`src/rtl/clk_div_ctrl_if.sv`:
```
// Divide-select configuration handshake between a requester and clk_div_ctrl.
interface clk_div_ctrl_if #(
  parameter int SEL_W = 2
);
  logic             cfg_valid;
  logic [SEL_W-1:0] cfg_sel;
  logic             cfg_ready;

  modport master (output cfg_valid, output cfg_sel, input  cfg_ready);
  modport slave  (input  cfg_valid, input  cfg_sel, output cfg_ready);
endinterface

```
`src/rtl/clk_div_ctrl.sv`:
```
// Power-of-two clock divider sequencer: glitch-free ratio changes at period boundaries plus a per-period strobe.
// Optional status counter of applied select changes is enabled with `define CLK_DIV_CTRL_STATUS_EN.
module clk_div_ctrl #(
  parameter int CNT_W     = 4,
  parameter int SEL_W     = 2,
  parameter int RESET_SEL = 0
) (
  input  logic             clk,
  input  logic             reset_n,
  input  logic             en,
  clk_div_ctrl_if.slave    cfg,
  output logic [SEL_W-1:0] cur_sel,
  output logic             div_clk,
  output logic             div_ce,
  output logic             busy
`ifdef CLK_DIV_CTRL_STATUS_EN
  ,
  output logic [7:0]       sw_cnt
`endif
);

  typedef enum logic [1:0] {IDLE, RUN, SWITCH} state_t;

  localparam int               RST_SEL_I = (RESET_SEL >= CNT_W) ? CNT_W - 1 : RESET_SEL;
  localparam logic [SEL_W-1:0] RST_SEL_C = SEL_W'(RST_SEL_I);

  state_t           state, state_nxt;
  logic [CNT_W-1:0] cnt, cnt_nxt;
  logic [SEL_W-1:0] cur_sel_nxt;
  logic [SEL_W-1:0] pend_sel, pend_sel_nxt;
  logic             div_ce_nxt;
  logic             wrap;
  logic             xfer;
  logic [CNT_W-1:0] sel_bit;

  function automatic logic [SEL_W-1:0] clamp_sel(input logic [SEL_W-1:0] s);
    if (int'(s) >= CNT_W) clamp_sel = SEL_W'(CNT_W - 1);
    else                  clamp_sel = s;
  endfunction

  // Terminal count P-1 for a (clamped) select: sel+1 low bits set.
  function automatic logic [CNT_W-1:0] last_cnt(input logic [SEL_W-1:0] s);
    logic [CNT_W-1:0] ones;
    ones     = '1;
    last_cnt = ones >> (CNT_W - 1 - int'(s));
  endfunction

  assign wrap          = (cnt == last_cnt(cur_sel));
  assign sel_bit       = CNT_W'(1) << cur_sel;
  assign div_clk       = |(cnt & sel_bit);
  assign cfg.cfg_ready = (state != SWITCH);
  assign xfer          = cfg.cfg_valid & cfg.cfg_ready;
  assign busy          = (state != IDLE);

  always_ff @(posedge clk or negedge reset_n) begin
    if (!reset_n) begin
      state    <= IDLE;
      cnt      <= '0;
      cur_sel  <= RST_SEL_C;
      pend_sel <= '0;
      div_ce   <= 1'b0;
    end else begin
      state    <= state_nxt;
      cnt      <= cnt_nxt;
      cur_sel  <= cur_sel_nxt;
      pend_sel <= pend_sel_nxt;
      div_ce   <= div_ce_nxt;
    end
  end

  always_comb begin
    state_nxt    = state;
    cnt_nxt      = cnt;
    cur_sel_nxt  = cur_sel;
    pend_sel_nxt = pend_sel;
    div_ce_nxt   = 1'b0;
    unique case (state)
      IDLE: begin
        cnt_nxt = '0;
        if (xfer) cur_sel_nxt = clamp_sel(cfg.cfg_sel);
        if (en)   state_nxt   = RUN;
      end
      RUN: begin
        cnt_nxt    = wrap ? '0 : cnt + 1'b1;
        div_ce_nxt = wrap;
        // A transfer wins over stopping; the new select waits for the next boundary.
        if (xfer) begin
          pend_sel_nxt = clamp_sel(cfg.cfg_sel);
          state_nxt    = SWITCH;
        end else if (wrap && !en) begin
          state_nxt = IDLE;
        end
      end
      SWITCH: begin
        cnt_nxt    = wrap ? '0 : cnt + 1'b1;
        div_ce_nxt = wrap;
        if (wrap) begin
          cur_sel_nxt = pend_sel;
          state_nxt   = en ? RUN : IDLE;
        end
      end
      default: state_nxt = IDLE;
    endcase
  end

`ifdef CLK_DIV_CTRL_STATUS_EN
  logic sw_applied;
  assign sw_applied = ((state == IDLE) && xfer) || ((state == SWITCH) && wrap);

  always_ff @(posedge clk or negedge reset_n) begin
    if (!reset_n)                            sw_cnt <= 8'h00;
    else if (sw_applied && sw_cnt != 8'hFF)  sw_cnt <= sw_cnt + 8'h01;
  end
`endif

endmodule

```
`src/flat_wrapper.sv`:
```
// flat-port wrapper written by rule: the top's interface ports become plain ports
module clk_div_ctrl_flat 
#(
  parameter int CNT_W     = 4,
  parameter int SEL_W     = 2,
  parameter int RESET_SEL = 0
)
  (clk, reset_n, en, cur_sel, div_clk, div_ce, busy, cfg_cfg_valid, cfg_cfg_sel, cfg_cfg_ready);
  clk_div_ctrl_if #(.SEL_W(SEL_W)) cfg_i ();
  input  logic clk;
  input  logic reset_n;
  input  logic en;
  output logic [SEL_W-1:0] cur_sel;
  output logic div_clk;
  output logic div_ce;
  output logic busy;
  input wire logic [$bits(cfg_i.cfg_valid)-1:0] cfg_cfg_valid;
  input wire logic [$bits(cfg_i.cfg_sel)-1:0] cfg_cfg_sel;
  output wire logic [$bits(cfg_i.cfg_ready)-1:0] cfg_cfg_ready;
  assign cfg_i.cfg_valid = cfg_cfg_valid;
  assign cfg_i.cfg_sel = cfg_cfg_sel;
  assign cfg_cfg_ready = cfg_i.cfg_ready;
  clk_div_ctrl #(.CNT_W(CNT_W), .SEL_W(SEL_W), .RESET_SEL(RESET_SEL)) u_core (.clk(clk), .reset_n(reset_n), .en(en), .cfg(cfg_i), .cur_sel(cur_sel), .div_clk(div_clk), .div_ce(div_ce), .busy(busy));
endmodule
```
`config.mk`:
```
export PLATFORM = sky130hd
export DESIGN_NAME = clk_div_ctrl_flat
export DESIGN_NICKNAME = d
export VERILOG_FILES = /design/src/rtl/clk_div_ctrl_if.sv /design/src/rtl/clk_div_ctrl.sv /design/src/flat_wrapper.sv
export SDC_FILE = /design/constraint.sdc
export NUM_CORES = 1
export LEC_CHECK = 0
export BUFFER_PORTS_ARGS = -buffer_cell sky130_fd_sc_hd__buf_2
export CAP_MARGIN = 20
export CORE_UTILIZATION = 35
export DETAILED_ROUTE_END_ITERATION = 8
export SYNTH_ARGS = -nofsm -noshare
export SYNTH_HDL_FRONTEND = slang
export SYNTH_SLANG_ARGS = --single-unit
```
`constraint.sdc`:
```
create_clock -name clk -period 3.07 [get_ports clk]
set_clock_uncertainty 0.15 [all_clocks]
set_input_delay 0 -clock clk [delete_from_list [all_inputs] [get_ports clk]]
set_output_delay 0 -clock clk [all_outputs]
set_load 0.02 [all_outputs]
```
# ---- Word-level counts from Yosys, hierarchy flattened
# Index checks and enable logic that the tools add are counted.
dict set report word_totals {
  input_bits 6
  elab_cells 42
  rom_bits 0
  latch_bits 0
  register_bits 11
  mem_bits_rw 0
  memories 0
}
dict set report op_classes {
  n_reduce_logical 11
  magnitude_cmp 0
  bitwise_logic 2
  muxes 12
  n_shift 2
  div 0
  multipliers 0
  n_eq_ne 8
  n_addsub 2
}
# operator n
set ops {}
lappend ops {{4-bit by 32-bit right shift with 4-bit output, first input constant} 1}
lappend ops {{2-bit two-way mux} 6}
lappend ops {{4-bit one-hot mux with 2 select lines} 1}
lappend ops {{2-bit one-hot mux with 3 select lines} 1}
lappend ops {{3-bit AND reduction} 2}
lappend ops {{2-bit nonzero test} 3}
lappend ops {{4-bit by 1-bit adder with 4-bit output, second input constant} 1}
lappend ops {{4-bit bitwise AND} 1}
lappend ops {{4-bit equality test} 1}
lappend ops {{4-bit two-way mux} 1}
lappend ops {{2-bit by 1-bit inequality test with 1-bit output, second input constant} 2}
lappend ops {{2-bit inequality test, second input constant} 2}
lappend ops {{2-bit one-hot mux with 2 select lines} 1}
lappend ops {{4-bit OR reduction} 1}
lappend ops {{1-bit by 2-bit << shifter with 4-bit output, first input constant} 1}
lappend ops {{3-bit by 1-bit inequality test with 1-bit output, second input constant} 1}
lappend ops {{2-bit by 2-bit subtractor with 3-bit output, first input constant} 1}
lappend ops {{2-bit by 1-bit equality test with 1-bit output, second input constant} 1}
lappend ops {{2-bit equality test, second input constant} 1}
lappend ops {{2-bit logical NOT} 1}
lappend ops {{1-bit two-way mux} 2}
lappend ops {{2-bit AND reduction} 1}
lappend ops {{2-bit OR reduction} 1}
lappend ops {{1-bit bitwise AND} 1}
lappend ops {{2 further kinds} 2}

# ---- Longest topological paths before layout
dict set report depth {
  ltp_word 7
  mapped_depth 7
  ltp_nobuf 7
}

# ---- Worst setup path before layout
# No wires, ideal clock.
dict set report synth_path {
  kind {flip-flop to flip-flop}
  from {register u_core.cur_sel[0]}
  to {register u_core.state[0]}
  t_arrival_ns 2.300
  path_buffers 0
  setup_slack_ns 0.495
  period_less_slack_ns 2.575
  stages_incl_launch_ff 8
  t_required_ns 2.795
  setup_ns 0.125
  path_cell_list {dfrtp_1 and2_1 ha_1 or4b_4 o22ai_2 a21oi_1 a211o_1 mux2_4}
}
dict set report synth_via {
  elab_chain_len 6
}
# item line_no
set synth_lines {}
lappend synth_lines {{from (decl)} clk_div_ctrl.sv:12} ;# output logic [SEL_W-1:0] cur_sel,
lappend synth_lines {{from (signal assigned)} clk_div_ctrl.sv:65} ;# cur_sel <= cur_sel_nxt;
lappend synth_lines {{2-bit by 2-bit subtractor with 3-bit output (*)} clk_div_ctrl.sv:45} ;# last_cnt = ones >> (CNT_W - 1 - int'(s));
lappend synth_lines {{4-bit by 32-bit right shift with 4-bit output (*)} clk_div_ctrl.sv:45}
lappend synth_lines {{4-bit equality test (*)} clk_div_ctrl.sv:48} ;# assign wrap = (cnt == last_cnt(cur_sel));
lappend synth_lines {{1-bit logical AND} clk_div_ctrl.sv:90} ;# end else if (wrap && !en) begin
lappend synth_lines {{3-bit by 1-bit inequality test with 1-bit output (no source line)} -}
lappend synth_lines {{3-bit AND reduction (no source line) (*)} -}
lappend synth_lines {{to (signal assigned)} clk_div_ctrl.sv:63} ;# state <= state_nxt;
lappend synth_lines {{to (decl)} clk_div_ctrl.sv:27} ;# state_t state, state_nxt;
# Every way passes the cells marked *; elsewhere a longest branch is shown, timed or not.
# A chain may end at the register's enable or synchronous reset.

# ---- Worst setup path after layout
dict set report layout_path {
  from {register u_core.cur_sel[0]}
  to {register u_core.cur_sel[1]}
}
dict set report layout_via {
  elab_chain_len 5
}
# item line_no
set layout_lines {}
lappend layout_lines {{2-bit by 2-bit subtractor with 3-bit output} clk_div_ctrl.sv:45}
lappend layout_lines {{4-bit by 32-bit right shift with 4-bit output} clk_div_ctrl.sv:45}
lappend layout_lines {{4-bit equality test} clk_div_ctrl.sv:48}
lappend layout_lines {{2-bit by 1-bit inequality test with 1-bit output (no source line)} -}
lappend layout_lines {{3-bit AND reduction (no source line)} -}
# Every way passes these cells.

==> out/results.txt <==
Status: completed
Vias/cell: 4.74
#FFs+latches synth: 11
Syn nets: 84
Slew Viols, Final: 0
TritonCTS buffer count: 3
P per Cell Area: 885 nW/um^2
Seq/Total Area, Yosys: 0.392
Least-Margin Pin Slew: 0.518 ns
Worst hold path class: input pin to flop
Max_slew headroom: 0.653
Worst-path cell chain: and2_1 > ha_1 > or4b_4 > o22ai_2 > nand2_1 > o21ai_0 > mux2_2
HP Start: cfg_cfg_valid
Synth Cell Area: 702 sq um
Leading area contributor after synthesis: dfrtp_1
Final RePlAce weighted congestion: 0.768
Vias: 550
CTS-repair resized insts: 0
Die Ht: 46.8 um
Clock sink total: 11
P&R area growth vs syn: 22.6%
WL per Instance: 12.2 um
Max incr delay on CP: 0.49 ns
Starting DRT DRC Count: 9
Critical path class: flop to flop
Peak fanout along the critical path: 5
Yosys Warn Count: 0
RSZ-0062 raised after global routing: false
Die ar.: 2190 sq um
DRT Wirelength: 1420 um
Die width: 46.8 um
Fmax: 383 MHz
Area after DPL: 785 sq um
Row count: 15
Vias in the first global route: 495
ANT nets after route: 0
Final cycle utilization of the critical path: 0.851
Postcts setup bufs: 0
Seq pwr share: 0.346
CP startpoint kind: flop
Power Total: 0.761 mW
Switching Fraction: 0.431
Design Area, Final: 861 sq um
Total global-route track usage: 0.152
Dpl hpwl: 991 um
Antenna violations before repair: 0
P_sw: 0.328 mW
Total global routing overflow: 0
CTS Root Cell: clkbuf_4
Setup TNS: 0 ns
Max_cap viols: 0
First-pass GRT wire length: 2160 um
1st-pass router iterations: 4
Num ports: 12
Finished Core Util: 0.478
Comb power frac: 0.514
Initial Utilization: 0.390
Htree depth: 1
Max clock buf depth: 2
Worst R2R Path Depth: 7
Critical Path Start: u_core.cur_sel[0]
Worst Hold Depth: 4
Fin Hold WS: 0.107 ns
Static Leak: 0.424 nW
Fin nets: 104
CP required: 3.09 ns
Critical Path AT: 2.63 ns
Slowest stage cell, crit path: or4b_4
Internal Power: 0.434 mW
Clock share of power: 0.139
Share of Yosys cell area claimed by the top area cell type: 0.392
Final hold viol count: 0
Syn Area/Cell: 9.75 sq um
Layout cells sized above 1: 0.253
Final min period: 2.61 ns
# diodes: 0
Clock transition at path regs: 0.08 ns
Worst-case vdd ir drop: 0.552 mV
CP Capture Type: flop
FILL cells: 182
DRC violation count after routing: 0
R2r startpoint: u_core.cur_sel[0]
Clk_lat worst skew: 0.28 ns
Endpoints failing setup: 0
CTS tree: yes
Buffers on Ports: 11
Post-synth cell types: 24
Largest net degree at the start of global routing: 12
Post-Syn Instances: 72
Core area: 1800 sq um
Ranking of synthesized cells by area: dfrtp_1 39%, ha_1 11%, mux2_2 6.4%
==> state kept, by name, indices dropped and copies added (netlist names) <==
register and count:
u_core.cnt 4, u_core.cur_sel 2, u_core.pend_sel 2, u_core.state 2
u_core.div_ce 1
==> worst paths after layout <==
kind	to	slack (ns)
max	u_core.cur_sel[1]	0.46
min	u_core.pend_sel[0]	0.11
max reg2reg	u_core.cur_sel[1]	0.46
min reg2reg	u_core.pend_sel[1]	0.35
max in group asynchronous	u_core.pend_sel[1]	1.82
min in group asynchronous	u_core.cnt[3]	0.60
==> routing by layer <==
| metal | vias to the layer above | GRT usage | share of wire |
|---|---|---|---|
| li1 | 289 | - | - |
| met1 | 246 | 0.200 | 0.50 |
| met2 | 10 | 0.211 | 0.44 |
| met3 | 5 | 0.0346 | 0.023 |
| met4 | 0 | 0.120 | 0.032 |
| met5 | - | 0 | 0 |
==> power by group through the flow <==
stage	clock network (mW)	registers, mW	logic [mW]
after CTS	0.110	0.263	0.392
after global routing	0.116	0.272	0.430
after floorplan	0	0.272	0.279
after global placement	0	0.263	0.380
after detailed placement	0	0.267	0.385
final	0.106	0.264	0.392
==> cell usage after synthesis, drive strengths merged <==
| library cell | count |
|---|---|
| ha | 6 |
| nand3 | 1 |
| nand2 | 10 |
| or4b | 2 |
| mux2i | 3 |
| nand2b | 2 |
| o221ai | 1 |
| o22ai | 1 |
| and2 | 2 |
| dfrtp | 11 |
| inv | 7 |
| clkbuf | 1 |
| a31oi | 1 |
| nor2 | 4 |
| nor2b | 1 |
| a21oi | 4 |
| xor2 | 1 |
| mux2 | 6 |
| a211o | 1 |
| o21ai | 5 |
| nand4b | 1 |
| nor3 | 1 |
==> per-stage QoR <==
step	setup slack, ns	cells
floorplan	0.495	72
global placement	0.530	107
detailed placement	0.485	107
CTS	0.468	116
global route	0.371	116
finish	0.457	116
==> repair_timing <==
action | 4_1_cts | 5_1_grt
hold endpoints to repair | 16 | 0
hold buffers | 5 | 0
endpoints found under the setup margin | 0 | 0
==> cell type report <==
type | count | area [sq um] | share of cell area
multi-input combinational | 53 | 397 | 0.461
sequential | 11 | 275 | 0.320
timing repair buffer | 16 | 105 | 0.122
tap | 25 | 31.3 | 0.0363
clock buffer | 4 | 26.3 | 0.0305
inverter | 7 | 26.3 | 0.0305
==> critical path: cells and delay by family, from the launching register on <==
family,cells,cell delay (ns)
AO/OA/AOI/OAI,2,0.51
adder cells (fa/ha/maj),1,0.28
flip-flops,1,0.44
multiplexers,1,0.37
AND/OR/NAND/NOR,3,0.74
==> cell usage in the layout (no fill, tap or decap), types with 2 or more instances in the layout <==
cell type,n
a21oi_1,4
and2_1,2
buf_2,11
clkbuf_4,3
dfrtp_1,11
dlygate4sd3_1,5
ha_1,6
inv_1,7
mux2_2,4
mux2_4,2
mux2i_1,3
nand2_1,10
nand2b_1,2
nor2_1,4
o21ai_0,5
==> logic make-up after synthesis <==
| logic type | Yosys count | share of synthesized area |
|---|---|---|
| compound gates | 13 | 0.116 |
| xor+xnor | 1 | 0.0125 |
| flops | 11 | 0.392 |
| simple gates | 24 | 0.180 |
| mux | 9 | 0.150 |
| buf+inv | 8 | 0.0428 |
| fa+ha+maj | 6 | 0.107 |
Power figures use the tool's default switching activity.
